**config.mk**
```make
export PLATFORM = sky130hd
export DESIGN_NAME = ste_isqrt_seq_flat
export DESIGN_NICKNAME = d
export VERILOG_FILES = /design/src/rtl/ste_isqrt_seq_if.sv /design/src/rtl/ste_isqrt_seq.sv /design/src/flat_wrapper.sv
export SDC_FILE = /design/constraint.sdc
export NUM_CORES = 1
export LEC_CHECK = 0
export BUFFER_PORTS_ARGS = -buffer_cell sky130_fd_sc_hd__buf_2
export CAP_MARGIN = 20
export CELL_PAD_IN_SITES_DETAIL_PLACEMENT = 0
export CELL_PAD_IN_SITES_GLOBAL_PLACEMENT = 1
export CORE_UTILIZATION = 45
export CTS_CLUSTER_DIAMETER = 150
export DETAILED_ROUTE_END_ITERATION = 6
export PLACE_DENSITY_LB_ADDON = 0.1
export SLEW_MARGIN = 40
export SYNTH_ARGS = -nofsm -noshare
export SYNTH_HDL_FRONTEND = slang
export SYNTH_SLANG_ARGS = --single-unit
```
**constraint.sdc**
```tcl
create_clock -name clk -period 3.1 [get_ports clk]
set_clock_uncertainty 0.15 [all_clocks]
set_input_delay 0.31 -clock clk [delete_from_list [all_inputs] [get_ports clk]]
set_output_delay 0.31 -clock clk [all_outputs]
set_load 0.01 [all_outputs]
```
**src/rtl/ste_isqrt_seq_if.sv**
```systemverilog
// Radicand request / root result bundle between the RMS accumulator and the square-root responder.
// The master drives the request side, the slave (square-root block) drives the result side.
interface ste_isqrt_seq_if #(
   parameter int DATA_W    = 16,
   parameter int BUF_BIT_W = 8
);
   localparam int IN_W = 2*DATA_W + BUF_BIT_W;

   logic [IN_W-1:0]   din_i;
   logic              din_update_i;
   logic              clr_i;
   logic [DATA_W-1:0] dout_o;
   logic              dout_update_o;
   logic              busy_o;
   logic              overrun_o;
   logic              sat_o;

   modport master (
      output din_i, din_update_i, clr_i,
      input  dout_o, dout_update_o, busy_o, overrun_o, sat_o
   );

   modport slave (
      input  din_i, din_update_i, clr_i,
      output dout_o, dout_update_o, busy_o, overrun_o, sat_o
   );
endinterface

```
**src/rtl/ste_isqrt_seq.sv**
```systemverilog
// Restoring integer square root, one root bit per clock; strobe ITER cycles after an accepted request.
// No backpressure: requests arriving while busy are dropped and flagged by a one-cycle overrun pulse.
module ste_isqrt_seq #(
   parameter int DATA_W    = 16,
   parameter int BUF_BIT_W = 8
) (
   input  logic           clk,
   input  logic           rst_n,
   ste_isqrt_seq_if.slave bus
);
   localparam int IN_W  = 2*DATA_W + BUF_BIT_W;
   localparam int ITER  = (IN_W + 1) / 2;
   localparam int RAD_W = 2*ITER;
   localparam int REM_W = ITER + 2;
   localparam int CNT_W = $clog2(ITER + 1);

   typedef enum logic {IDLE, CALC} state_t;

   state_t            state_q, state_d;
   logic [RAD_W-1:0]  rad_q, rad_d;
   logic [REM_W-1:0]  rem_q, rem_d;
   logic [ITER-1:0]   root_q, root_d;
   logic [CNT_W-1:0]  cnt_q, cnt_d;
   logic [DATA_W-1:0] dout_q, dout_d;
   logic              dout_update_q, dout_update_d;
   logic              busy_q, busy_d;
   logic              overrun_q, overrun_d;
   logic              sat_q, sat_d;

   logic [REM_W-1:0]  rem_shift;
   logic [REM_W-1:0]  trial;
   logic [REM_W-1:0]  rem_diff;
   logic [ITER-1:0]   root_next;
   logic              take;
   logic              root_sat;

   // The remainder never exceeds 2*root, so dropping the top bits of the shift loses nothing.
   always_comb begin
      rem_shift = REM_W'({rem_q, rad_q[RAD_W-1 -: 2]});
      trial     = {root_q, 2'b01};
      rem_diff  = rem_shift - trial;
      take      = (rem_shift >= trial);
      root_next = ITER'({root_q, take});
      root_sat  = |root_next[ITER-1:DATA_W];
   end

   always_comb begin
      state_d       = state_q;
      rad_d         = rad_q;
      rem_d         = rem_q;
      root_d        = root_q;
      cnt_d         = cnt_q;
      dout_d        = dout_q;
      dout_update_d = 1'b0;
      busy_d        = busy_q;
      overrun_d     = 1'b0;
      sat_d         = sat_q;

      if (bus.clr_i) begin
         state_d = IDLE;
         rad_d   = '0;
         rem_d   = '0;
         root_d  = '0;
         cnt_d   = '0;
         dout_d  = '0;
         busy_d  = 1'b0;
         sat_d   = 1'b0;
      end else begin
         case (state_q)
            IDLE: begin
               if (bus.din_update_i) begin
                  rad_d   = RAD_W'(bus.din_i);
                  rem_d   = '0;
                  root_d  = '0;
                  cnt_d   = CNT_W'(ITER);
                  busy_d  = 1'b1;
                  state_d = CALC;
               end
            end
            CALC: begin
               overrun_d = bus.din_update_i;
               rad_d     = {rad_q[RAD_W-3:0], 2'b00};
               rem_d     = take ? rem_diff : rem_shift;
               root_d    = root_next;
               cnt_d     = cnt_q - CNT_W'(1);
               if (cnt_q == CNT_W'(1)) begin
                  dout_d        = root_sat ? {DATA_W{1'b1}} : root_next[DATA_W-1:0];
                  sat_d         = root_sat;
                  dout_update_d = 1'b1;
                  busy_d        = 1'b0;
                  state_d       = IDLE;
               end
            end
            default: state_d = IDLE;
         endcase
      end
   end

   always_ff @(posedge clk or negedge rst_n) begin
      if (!rst_n) begin
         state_q       <= IDLE;
         rad_q         <= '0;
         rem_q         <= '0;
         root_q        <= '0;
         cnt_q         <= '0;
         dout_q        <= '0;
         dout_update_q <= 1'b0;
         busy_q        <= 1'b0;
         overrun_q     <= 1'b0;
         sat_q         <= 1'b0;
      end else begin
         state_q       <= state_d;
         rad_q         <= rad_d;
         rem_q         <= rem_d;
         root_q        <= root_d;
         cnt_q         <= cnt_d;
         dout_q        <= dout_d;
         dout_update_q <= dout_update_d;
         busy_q        <= busy_d;
         overrun_q     <= overrun_d;
         sat_q         <= sat_d;
      end
   end

   assign bus.dout_o        = dout_q;
   assign bus.dout_update_o = dout_update_q;
   assign bus.busy_o        = busy_q;
   assign bus.overrun_o     = overrun_q;
   assign bus.sat_o         = sat_q;

endmodule

```
**src/flat_wrapper.sv**
```systemverilog
// flat-port wrapper written by rule: the top's interface ports become plain ports
module ste_isqrt_seq_flat 
#(
   parameter int DATA_W    = 16,
   parameter int BUF_BIT_W = 8
)
  (clk, rst_n, bus_din_i, bus_din_update_i, bus_clr_i, bus_dout_o, bus_dout_update_o, bus_busy_o, bus_overrun_o, bus_sat_o);
  ste_isqrt_seq_if #(.DATA_W(DATA_W), .BUF_BIT_W(BUF_BIT_W)) bus_i ();
  input  logic clk;
  input  logic rst_n;
  input wire logic [$bits(bus_i.din_i)-1:0] bus_din_i;
  input wire logic [$bits(bus_i.din_update_i)-1:0] bus_din_update_i;
  input wire logic [$bits(bus_i.clr_i)-1:0] bus_clr_i;
  output wire logic [$bits(bus_i.dout_o)-1:0] bus_dout_o;
  output wire logic [$bits(bus_i.dout_update_o)-1:0] bus_dout_update_o;
  output wire logic [$bits(bus_i.busy_o)-1:0] bus_busy_o;
  output wire logic [$bits(bus_i.overrun_o)-1:0] bus_overrun_o;
  output wire logic [$bits(bus_i.sat_o)-1:0] bus_sat_o;
  assign bus_i.din_i = bus_din_i;
  assign bus_i.din_update_i = bus_din_update_i;
  assign bus_i.clr_i = bus_clr_i;
  assign bus_dout_o = bus_i.dout_o;
  assign bus_dout_update_o = bus_i.dout_update_o;
  assign bus_busy_o = bus_i.busy_o;
  assign bus_overrun_o = bus_i.overrun_o;
  assign bus_sat_o = bus_i.sat_o;
  ste_isqrt_seq #(.DATA_W(DATA_W), .BUF_BIT_W(BUF_BIT_W)) u_core (.clk(clk), .rst_n(rst_n), .bus(bus_i));
endmodule
```
==> flow_summary_export.csv, run 1 <==
group,metric,value,unit
synthesis,synth_top_area_cell,"dfrtp_1",
critical_path,required,3170,ps
clock_network,cts_max_level,3,
synthesis,netlist_instances,613,
grt,grtUsageTotal,21.08,%
worst_hold_path,min_path_type,"primary input to flip-flop",
synthesis,ys.flop_type,"dfrtp_1",
detailed_routing,vias,4419,
power,p_comb_share,44.9,%
synthesis,ys_seq_elements,106,
die,die_area,13010,um^2
layout,final_core_util,54.13,%
run,max_cap_viol_count,0,
sta,fin_crit_sh,93.55,%
placed_design,place_congestion,0.8386,
layout,drive_above_1_share,15.65,%
sta,fin_tns_setup,0,ps
synthesis,syn-num-nets,681,
die,core_area,12110,um^2
die,start_util,46.66,%
detailed_routing,drtAntennaViolNets,0,
power,power,5.378,mW
synthesis,synth.distinct_cells,44,
sta,hold_ws,123.7,ps
synthesis,synth_edf_count,0,
synthesis,synth.top_cell.area_share,46.93,%
clock_network,clock-root-buffer,"clkbuf_16",
synthesis,async_flop_share,100.0,%
synthesis,ys_top_cells_by_count,"dfrtp_1 (106), nor2_1 (105), a21oi_1 (58)",
detailed_routing,drtIter0Drc,202,
clock_network,postCtsSetupBuffers,0,
layout,multi_input_area,2726,um^2
synthesis,syn_area_per_cell,9.220,um^2
die,die-height,114.1,um
synthesis,synth_most_common_cell,"dfrtp_1",
layout,seqCellArea,2654,um^2
power,p_switching,1.954,mW
clock_network,cts_tree,"built",
clock_network,clk_pin_slew_worst_paths,70,ps
power,pwr_density_cell,820.3,nW/um^2
sta,slew_headroom,49.02,%
grt,antenna_found_initial,0,
critical_path,crit_path_end_kind,"flip-flop",
synthesis,yosys-top-cells-area,"dfrtp_1 (47%), mux2i_1 (7.4%), nor2_1 (7.0%)",
sta,worst_slew_pin_slew,764.7,ps
placed_design,dp_hpwl,8681,um
clock_network,cts.sinks,106,
sta,setup_violations,0,
power,swShare,36.33,%
power,seqPwrFrac,29.6,%
detailed_routing,first_pass_iters,4,
power,clkPwrFrac,25.6,%
power,p_int,3.425,mW
critical_path,path_class,"flip-flop to flip-flop",
critical_path,r2r_slack,200,ps
sta,finalCriticalPeriod,2900,ps
die,rows,40,
layout,fin_area,6556,um^2
layout,antenna_cells,0,
synthesis,ys_warn_count,0,
layout,final_cells,839,
power,peakVddDrop,452.2,uV
die,die_w,114.1,um
sta,grt_setup_unrepaired,"false",
status,status,"finished, final reports clean",
detailed_routing,vias_per_cell,5.267,
synthesis,ys_seq_area_share,46.93,%
layout,fin_nets,734,
clock_network,clock_path_buffers,2,
grt,first_global_vias,4335,
grt,grt_max_degree,84,
clock_network,cts_buffers,9,
layout,nFillCells,1180,
layout,area_delta_synth_final,16.01,%
detailed_routing,drc,0,
placed_design,pre_cts_ws,191.3,ps
critical_path,cp_max_fo,5,
sta,final-max-slew-violation-count,0,
detailed_routing,wire_per_inst,15.37,um
clock_network,clk_latency,360,ps
synthesis,netlist_area,5652,um^2
sta,setup_ws,199.9,ps
power,power_leakage,3.178,nW
placed_design,placed_area,6180,um^2
detailed_routing,finalWirelength,12900,um
grt,grt_pass1_wl,21450,um
placed_design,dp_cells,822,
placed_design,port_buffers,63,
sta,fmax,0.3448,GHz
die,io_pins,64,
grt,overflow,0,
critical_path,worstPathArrival,2970,ps
sta,hold_viol,0,
critical_path,start_kind,"flip-flop",
[cells by family after synthesis]
family	synth area share [%]
AND/OR/NAND/NOR	13.81
AO/OA/AOI/OAI	18.69
flip-flops	46.93
buffers and inverters	5.181
multiplexers	7.439
adder cells (fa/ha/maj)	5.313
XOR/XNOR	2.634
[critical path: stages, from the launching register on]
cell and delay, ps:
dfrtp_1 350, inv_1 70, ha_1 360, nor2b_4 150, o31a_1 290, o32a_4 400, a31oi_4 230, o221a_2 310
nand2b_1 310, o21ai_0 150
[area by class of cell]
| type | count | area share, % |
|---|---|---|
| clock buffer | 11 | 3.855 |
| clock inverter | 5 | 1.641 |
| inverter | 32 | 1.832 |
| multi-input combinational | 437 | 41.58 |
| sequential | 106 | 40.48 |
| tap | 168 | 3.206 |
| timing repair buffer | 80 | 7.405 |
[state kept, by name, summed over array words and instances (netlist names)]
| register | flops |
|---|---|
| u_core.bus.dout_update_o | 1 |
| u_core.bus.overrun_o | 1 |
| u_core.rad_q | 40 |
| u_core.root_q | 20 |
| u_core.state_q | 1 |
| u_core.rem_q | 20 |
| u_core.cnt_q | 5 |
| u_core.bus.busy_o | 1 |
| u_core.bus.sat_o | 1 |
| u_core.bus.dout_o | 16 |
[cell usage in the layout, fill, tap and decap left out, types with 3 or more instances in the layout]
master | netlist | layout
a211oi_1 | 5 | 5
nand2b_1 | 4 | 4
a311oi_1 | 16 | 16
nor3_1 | 12 | 11
mux2i_1 | 42 | 42
clkbuf_16 | 0 | 9
dfrtp_1 | 106 | 105
buf_12 | 0 | 3
o21ai_0 | 39 | 39
inv_1 | 32 | 32
a22o_1 | 6 | 6
nor2_1 | 105 | 104
buf_2 | 0 | 62
o21ai_1 | 10 | 10
a21o_1 | 8 | 8
xnor2_1 | 11 | 11
ha_1 | 24 | 24
xor2_1 | 6 | 6
bufinv_16 | 0 | 3
nand4_1 | 4 | 4
o21bai_1 | 3 | 3
nand2_1 | 49 | 49
a32oi_1 | 5 | 5
or3_1 | 3 | 3
buf_4 | 0 | 14
and2_1 | 3 | 3
a21oi_1 | 58 | 58
[final timing paths]
check | depth (start not counted) | endpoint | start
worst max-delay path | 9 | u_core.rem_q[17]$_DFFE_PN0P_ | u_core.root_q[0]$_DFFE_PN0P_
worst min-delay path | 3 | u_core.rad_q[0]$_DFFE_PN0P_ | bus_din_i[0]
worst max register to register | 9 | u_core.rem_q[17]$_DFFE_PN0P_ | u_core.root_q[0]$_DFFE_PN0P_
worst min register to register | 2 | u_core.root_q[7]$_DFFE_PN0P_ | u_core.root_q[7]$_DFFE_PN0P_
max in group asynchronous | 3 | u_core.root_q[7]$_DFFE_PN0P_ | rst_n
min in group asynchronous | 2 | u_core.root_q[19]$_DFFE_PN0P_ | rst_n
[repair_timing]
item                                   CTS  global route
resized for setup                        0             1
setup endpoints to repair                0             5
hold buffers                             1             0
endpoints found under the hold margin   49             0
[per-layer routing]
layer	wire, um	vias to the layer above	track usage (%)
li1	-	2245	-
met1	6337	2077	29.20
met2	5885	82	33.41
met3	446	15	3.176
met4	229	0	8.139
met5	0	-	0
[power groups by stage]
stage | clock [mW] | sequential [mW] | combinational, mW
floorplan | 0 | 1.59 | 2.01
global placement | 0 | 1.61 | 2.37
detailed placement | 0 | 1.62 | 2.40
CTS | 1.41 | 1.59 | 2.41
global route | 1.46 | 1.60 | 2.71
finish | 1.38 | 1.59 | 2.41
No activity file was read; power rests on OpenSTA's default activity.
==> inputs of run 2 (changes only) <==
Settings changed: CORE_UTILIZATION 45 to 49, GPL_TIMING_DRIVEN from default to 0.
Clock period 3.1 ns to 3.4 ns, I/O delays scaled along.
==> run 2 against run 1 <==
Effect of this change:
- critical path depth grew 3
- first-iteration DRC count is 71% higher
- core utilization increased by 4.4 points
- critical path type unchanged
- highest routed layer unchanged
==> flow_summary_export.csv, run 2 (same netlist as run 1, synthesis figures left out) <==
group,metric,value,unit
layout,largest_reg_flops,40,
critical_path,cp_slowest_cell,"nor4_1",
clock_network,cts_buffers,9,
grt,grt_pass1_wl,22650,um
clock_network,clock_path_buffers,2,
sta,finalCriticalPeriod,3127,ps
clock_network,cts_tree,"built",
sta,final-max-slew-violation-count,0,
detailed_routing,drc,0,
grt,use_met2,37.65,%
placed_design,dp_cells,817,
sta,fmax,0.3198,GHz
grt,first_global_vias,4433,
critical_path,reg2reg_depth,12,
layout,fin_area,6461,um^2
detailed_routing,finalWirelength,13720,um
worst_hold_path,min_path_type,"primary input to flip-flop",
detailed_routing,drtAntennaViolNets,0,
critical_path,worstPathArrival,3210,ps
grt,grtUsageMet3,5.987,%
run,max_cap_viol_count,0,
detailed_routing,vias,4671,
critical_path,worst_r2r_endpoint,"u_core.rem_q[13]$_DFFE_PN0P_",
clock_network,cts_max_level,3,
layout,fin_nets,757,
power,peakVddDrop,551.3,uV
clock_network,clk_latency,350,ps
sta,hold_viol,0,
worst_hold_path,hp-start,"bus_din_i[1]",
clock_network,cts.sinks,106,
clock_network,clk_pin_slew_worst_paths,70,ps
sta,fin_tns_setup,0,ps
clock_network,clock-root-buffer,"clkbuf_16",
layout,layout_commonest_cell,"dfrtp_1",
sta,slew_headroom,50.53,%
die,die-height,109.4,um
sta,fin_crit_sh,91.98,%
die,io_pins,64,
grt,overflow,0,
detailed_routing,wire_per_inst,16.51,um
layout,antenna_cells,0,
die,start_util,51.24,%
power,power,4.726,mW
layout,final_cell_mix,"dfrtp_1 (106), nor2_1 (105), buf_2 (62), a21oi_1 (58), nand2_1 (49)",
critical_path,start_kind,"flip-flop",
critical_path,path_class,"flip-flop to flip-flop",
placed_design,dp_hpwl,10110,um
layout,largest_register,"u_core.rad_q",
clock_network,postCtsSetupBuffers,0,
layout,nFillCells,1028,
sta,setup_ws,272.6,ps
placed_design,placed_area,6186,um^2
die,core_area,11030,um^2
worst_hold_path,holdPathStages,3,
layout,drive_above_1_share,12.45,%
detailed_routing,vias_per_cell,5.621,
detailed_routing,first_pass_iters,5,
die,die_area,11970,um^2
critical_path,crit_path_end_kind,"flip-flop",
sta,worst_slew_pin_slew,742.0,ps
critical_path,cp_cell_sequence,"inv_1, ha_1, nand4_1, or2_1, nor4_1, a221oi_1, o221a_2, buf_6, buf_6, nand2_1, o21ai_1, a22o_1",
layout,largest_registers,"u_core.rad_q: 40 flops, u_core.rem_q: 20 flops, u_core.root_q: 20 flops",
power,pwr_density_cell,731.5,nW/um^2
layout,final_core_util,58.58,%
sta,setup_violations,0,
status,status,"finished, final reports clean",
grt,grtUsageTotal,24.85,%
grt,use_met1,35.99,%
layout,area_delta_synth_final,14.32,%
power,power_leakage,3.117,nW
critical_path,cp_slowest_stage_delay,500,ps
grt,top_usage_layer,"met2",
placed_design,place_congestion,0.8449,
grt,antenna_found_initial,0,
critical_path,cpMostUsedCell,"buf_6",
sta,grt_setup_unrepaired,"false",
grt,grt_max_degree,63,
layout,final_cells,831,
die,die_w,109.4,um
placed_design,port_buffers,62,
critical_path,r2r_slack,270,ps
worst_hold_path,min_to,"u_core.rad_q[1]$_DFFE_PN0P_",
detailed_routing,drtIter0Drc,345,
sta,hold_ws,150.4,ps
clock_network,postCtsResizedCells,0,
die,rows,38,
clock_network,postCtsHoldBufs,1,
critical_path,required,3480,ps
critical_path,reg2reg_from,"u_core.root_q[16]$_DFFE_PN0P_",
critical_path,cp_max_fo,10,
placed_design,pre_cts_ws,331.0,ps
[run 2: cell types whose count changed in the layout (fill, tap and decap cells not counted), moves of 2 or more]
cell       before  now
inv_6           2    0
buf_12          3    0
bufinv_16       3    0
buf_4          14    0
buf_6           0    4
clkbuf_1        0   34
buf_1           0    2
[run 2: layout make-up]
type / count / area [um^2] / area share (%)
repair buffers: 65 / 362.8 / 5.616
well taps: 140 / 175.2 / 2.711
plain buffers: 38 / 172.7 / 2.672
clock buffers: 13 / 260.3 / 4.028
multi-input cells: 437 / 2718 / 42.06
flip-flops and latches: 106 / 2653 / 41.05
inverters: 32 / 120.1 / 1.859
[run 2: worst max-delay path, delay by kind of cell (launching register included)]
family / cells / cell delay [ps]
AO/OA/AOI/OAI: 4 / 720
AND/OR/NAND/NOR: 4 / 1010
flip-flops: 1 / 400
buffers and inverters: 3 / 360
adder cells (fa/ha/maj): 1 / 370
[run 2: worst max-delay path by stage]
stage	startpoint	endpoint	slack, ps	depth (start not counted)
detailed placement	u_core.root_q[16]$_DFFE_PN0P_	u_core.rem_q[8]$_DFFE_PN0P_	330	12
finish	u_core.root_q[16]$_DFFE_PN0P_	u_core.rem_q[13]$_DFFE_PN0P_	270	12
CTS	u_core.root_q[16]$_DFFE_PN0P_	u_core.rem_q[8]$_DFFE_PN0P_	300	12
floorplan	u_core.root_q[0]$_DFFE_PN0P_	u_core.rem_q[11]$_DFFE_PN0P_	750	11
global placement	u_core.root_q[0]$_DFFE_PN0P_	u_core.rem_q[8]$_DFFE_PN0P_	420	12
global route	u_core.root_q[16]$_DFFE_PN0P_	u_core.rem_q[14]$_DFFE_PN0P_	20	12
[run 2: where the power goes]
group          leakage (nW)  internal, mW  switching [mW]
Combinational          1.54          1.03            1.29
Clock                 0.128         0.526           0.434
Sequential             1.45          1.37          0.0830
[run 2: routing by layer]
layer	share of wire (%)	vias up	routed length, um
met2	45	109	6167
met5	0	-	0
met4	1.2	0	164
li1	-	2285	-
met3	4.7	11	648
met1	49	2266	6740
==> inputs of run 3 (changes only) <==
Settings changed: CORE_MARGIN from default to 4, PLACE_DENSITY from default to 0.85, PLACE_DENSITY_LB_ADDON 0.1 to default.
==> run 3 against run 2 <==
Effect of this change:
- maximum frequency increased by 2.3%
- routed wire length increased by 1.6%
- critical path depth decreased by 1
- die area increased by 11%
- register-to-register slack improved by 70 ps
- cell count increased by 0.36%
- first-iteration DRC count decreased by 19%
- sequential cell count unchanged
- hold slack improved by 12 ps
- power increased by 1.8%
- count of clock-buffer cells in the layout decreased by 4
- via count about the same
- critical path type unchanged
- critical endpoint is now u_core.rem_q[7]$_DFFE_PN0P_
- largest cell class unchanged
==> flow_summary_export.csv, run 3 (same netlist as run 1, synthesis figures left out) <==
group,metric,value,unit
clock_network,cts_buffers,9,
die,die_area,13320,um^2
layout,seqCellArea,2653,um^2
grt,overflow,0,
grt,grt_pass1_wl,23000,um
sta,setup_ws,342.2,ps
sta,setup_violations,0,
power,clkPwrFrac,21.7,%
clock_network,clk_pin_slew_worst_paths,70,ps
clock_network,clk_latency,360,ps
critical_path,cp_slowest_stage_delay,480,ps
detailed_routing,drtIter0Drc,279,
sta,worst_slew_pin_slew,726.6,ps
layout,final_cell_mix,"dfrtp_1 (106), nor2_1 (105), buf_2 (62), a21oi_1 (58), nand2_1 (49)",
critical_path,cp_slowest_cell,"nor4_1",
placed_design,dp_cells,817,
sta,finalCriticalPeriod,3058,ps
clock_network,clock-root-buffer,"clkbuf_16",
status,status,"finished, final reports clean",
grt,antenna_found_initial,0,
detailed_routing,finalWirelength,13940,um
layout,final_cells,834,
detailed_routing,drc,0,
critical_path,cp_max_fo,10,
run,max_cap_viol_count,0,
sta,hold_viol,0,
layout,largest_registers,"u_core.rad_q: 40 flops, u_core.rem_q: 20 flops, u_core.root_q: 20 flops",
die,rows,38,
sta,fin_tns_setup,0,ps
placed_design,pre_cts_ws,412.5,ps
critical_path,start_kind,"flip-flop",
layout,layout_commonest_cell,"dfrtp_1",
sta,grt_setup_unrepaired,"false",
sta,slew_headroom,51.56,%
sta,fmax,0.3270,GHz
die,die_w,115.4,um
layout,largest_register,"u_core.rad_q",
placed_design,placed_area,6191,um^2
grt,first_global_vias,4556,
power,swShare,38.36,%
sta,fin_crit_sh,89.94,%
layout,multi_input_area,2718,um^2
die,die-height,115.4,um
worst_hold_path,min_path_type,"primary input to flip-flop",
power,p_int,2.967,mW
power,p_switching,1.847,mW
layout,nFillCells,985,
die,start_util,51.02,%
die,core_area,11080,um^2
layout,drive_above_1_share,13.11,%
critical_path,worstPathArrival,3130,ps
layout,fin_nets,757,
power,p_comb_share,48.1,%
detailed_routing,drtAntennaViolNets,0,
clock_network,clock_path_buffers,2,
detailed_routing,first_pass_iters,5,
critical_path,path_buf_inv,3,
layout,largest_reg_flops,40,
placed_design,place_congestion,0.8426,
layout,area_delta_synth_final,14.94,%
critical_path,path_class,"flip-flop to flip-flop",
power,power_leakage,3.135,nW
power,pwr_density_cell,740.9,nW/um^2
critical_path,cpMostUsedCell,"buf_6",
grt,grt_max_degree,57,
placed_design,dp_hpwl,10080,um
placed_design,port_buffers,62,
detailed_routing,wire_per_inst,16.71,um
critical_path,cp_cell_sequence,"inv_1, ha_1, nand4_1, or2_1, nor4_1, a221oi_1, o221a_2, buf_6, buf_6, a32oi_1, o21ai_0",
sta,final-max-slew-violation-count,0,
clock_network,cts.sinks,106,
critical_path,crit_path_end_kind,"flip-flop",
grt,grtUsageTotal,22.16,%
clock_network,cts_tree,"built",
layout,antenna_cells,0,
clock_network,cts_max_level,3,
power,seqPwrFrac,30.1,%
detailed_routing,vias_per_cell,5.597,
layout,fin_area,6496,um^2
die,io_pins,64,
critical_path,critPathTopFamily,"simple AND/OR/NAND/NOR gates",
critical_path,required,3480,ps
detailed_routing,vias,4668,
power,peakVddDrop,553.2,uV
[run 3: what timing repair did]
item | in CTS | in global routing
setup buffers | 0 | 0
endpoints found under the hold margin | 50 | 0
resized for setup | 0 | 0
hold buffers | 1 | 0
[run 3: worst paths after layout]
check	startpoint	endpoint	slack, ps	cells after the start
setup / recovery	u_core.root_q[14]$_DFFE_PN0P_	u_core.rem_q[7]$_DFFE_PN0P_	340	11
hold / removal	bus_din_i[1]	u_core.rad_q[1]$_DFFE_PN0P_	160	3
setup reg to reg	u_core.root_q[14]$_DFFE_PN0P_	u_core.rem_q[7]$_DFFE_PN0P_	340	11
hold reg to reg	u_core.root_q[3]$_DFFE_PN0P_	u_core.root_q[3]$_DFFE_PN0P_	330	2
max in group asynchronous	rst_n	u_core.rad_q[29]$_DFFE_PN0P_	2160	3
min in group asynchronous	rst_n	u_core.root_q[17]$_DFFE_PN0P_	340	2
[run 3: power by group through the flow]
stage	Clock [mW]	Sequential, mW	Combinational, mW
2_1_floorplan	0	1.45	1.83
3_3_place_gp	0	1.47	2.27
3_5_place_dp	0	1.47	2.30
4_1_cts	1.07	1.45	2.32
5_1_grt	1.13	1.46	2.58
6_report	1.05	1.45	2.32
[run 3: layout make-up]
type                            count  area share (%)
Tap cell                          140           2.696
Multi-Input combinational cell    437           41.83
Inverter                           32           1.849
Timing Repair Buffer               65           5.586
Sequential cell                   106           40.83
Buffer                             38           2.658
Clock buffer                        9           3.467
Clock inverter                      7           1.079
[run 3: metal layers]
| metal | global-route usage (%) | wire length [um] | vias up |
|---|---|---|---|
| met5 | 0 | 0 | - |
| met4 | 5.399 | 152 | 0 |
| met3 | 5.211 | 599 | 11 |
| met2 | 32.45 | 6219 | 112 |
| met1 | 33.34 | 6964 | 2258 |
| li1 | - | - | 2287 |
[run 3: stage by stage]
| stage | utilization (%) | hold slack, ps | power [mW] |
|---|---|---|---|
| after floorplan | - | -105.6 | 3.280 |
| after CTS | 58.64 | 155.3 | 4.838 |
| after global placement | 55.40 | 306.7 | 3.738 |
| after detailed placement | 55.88 | 134.9 | 3.772 |
| final | 58.64 | 162.6 | 4.813 |
| after global routing | 58.64 | 175.7 | 5.165 |
[run 3: worst min-delay path, cell delays in order]
cell and delay [ps]:
buf_2 100, mux2i_1 120, nor3_1 70
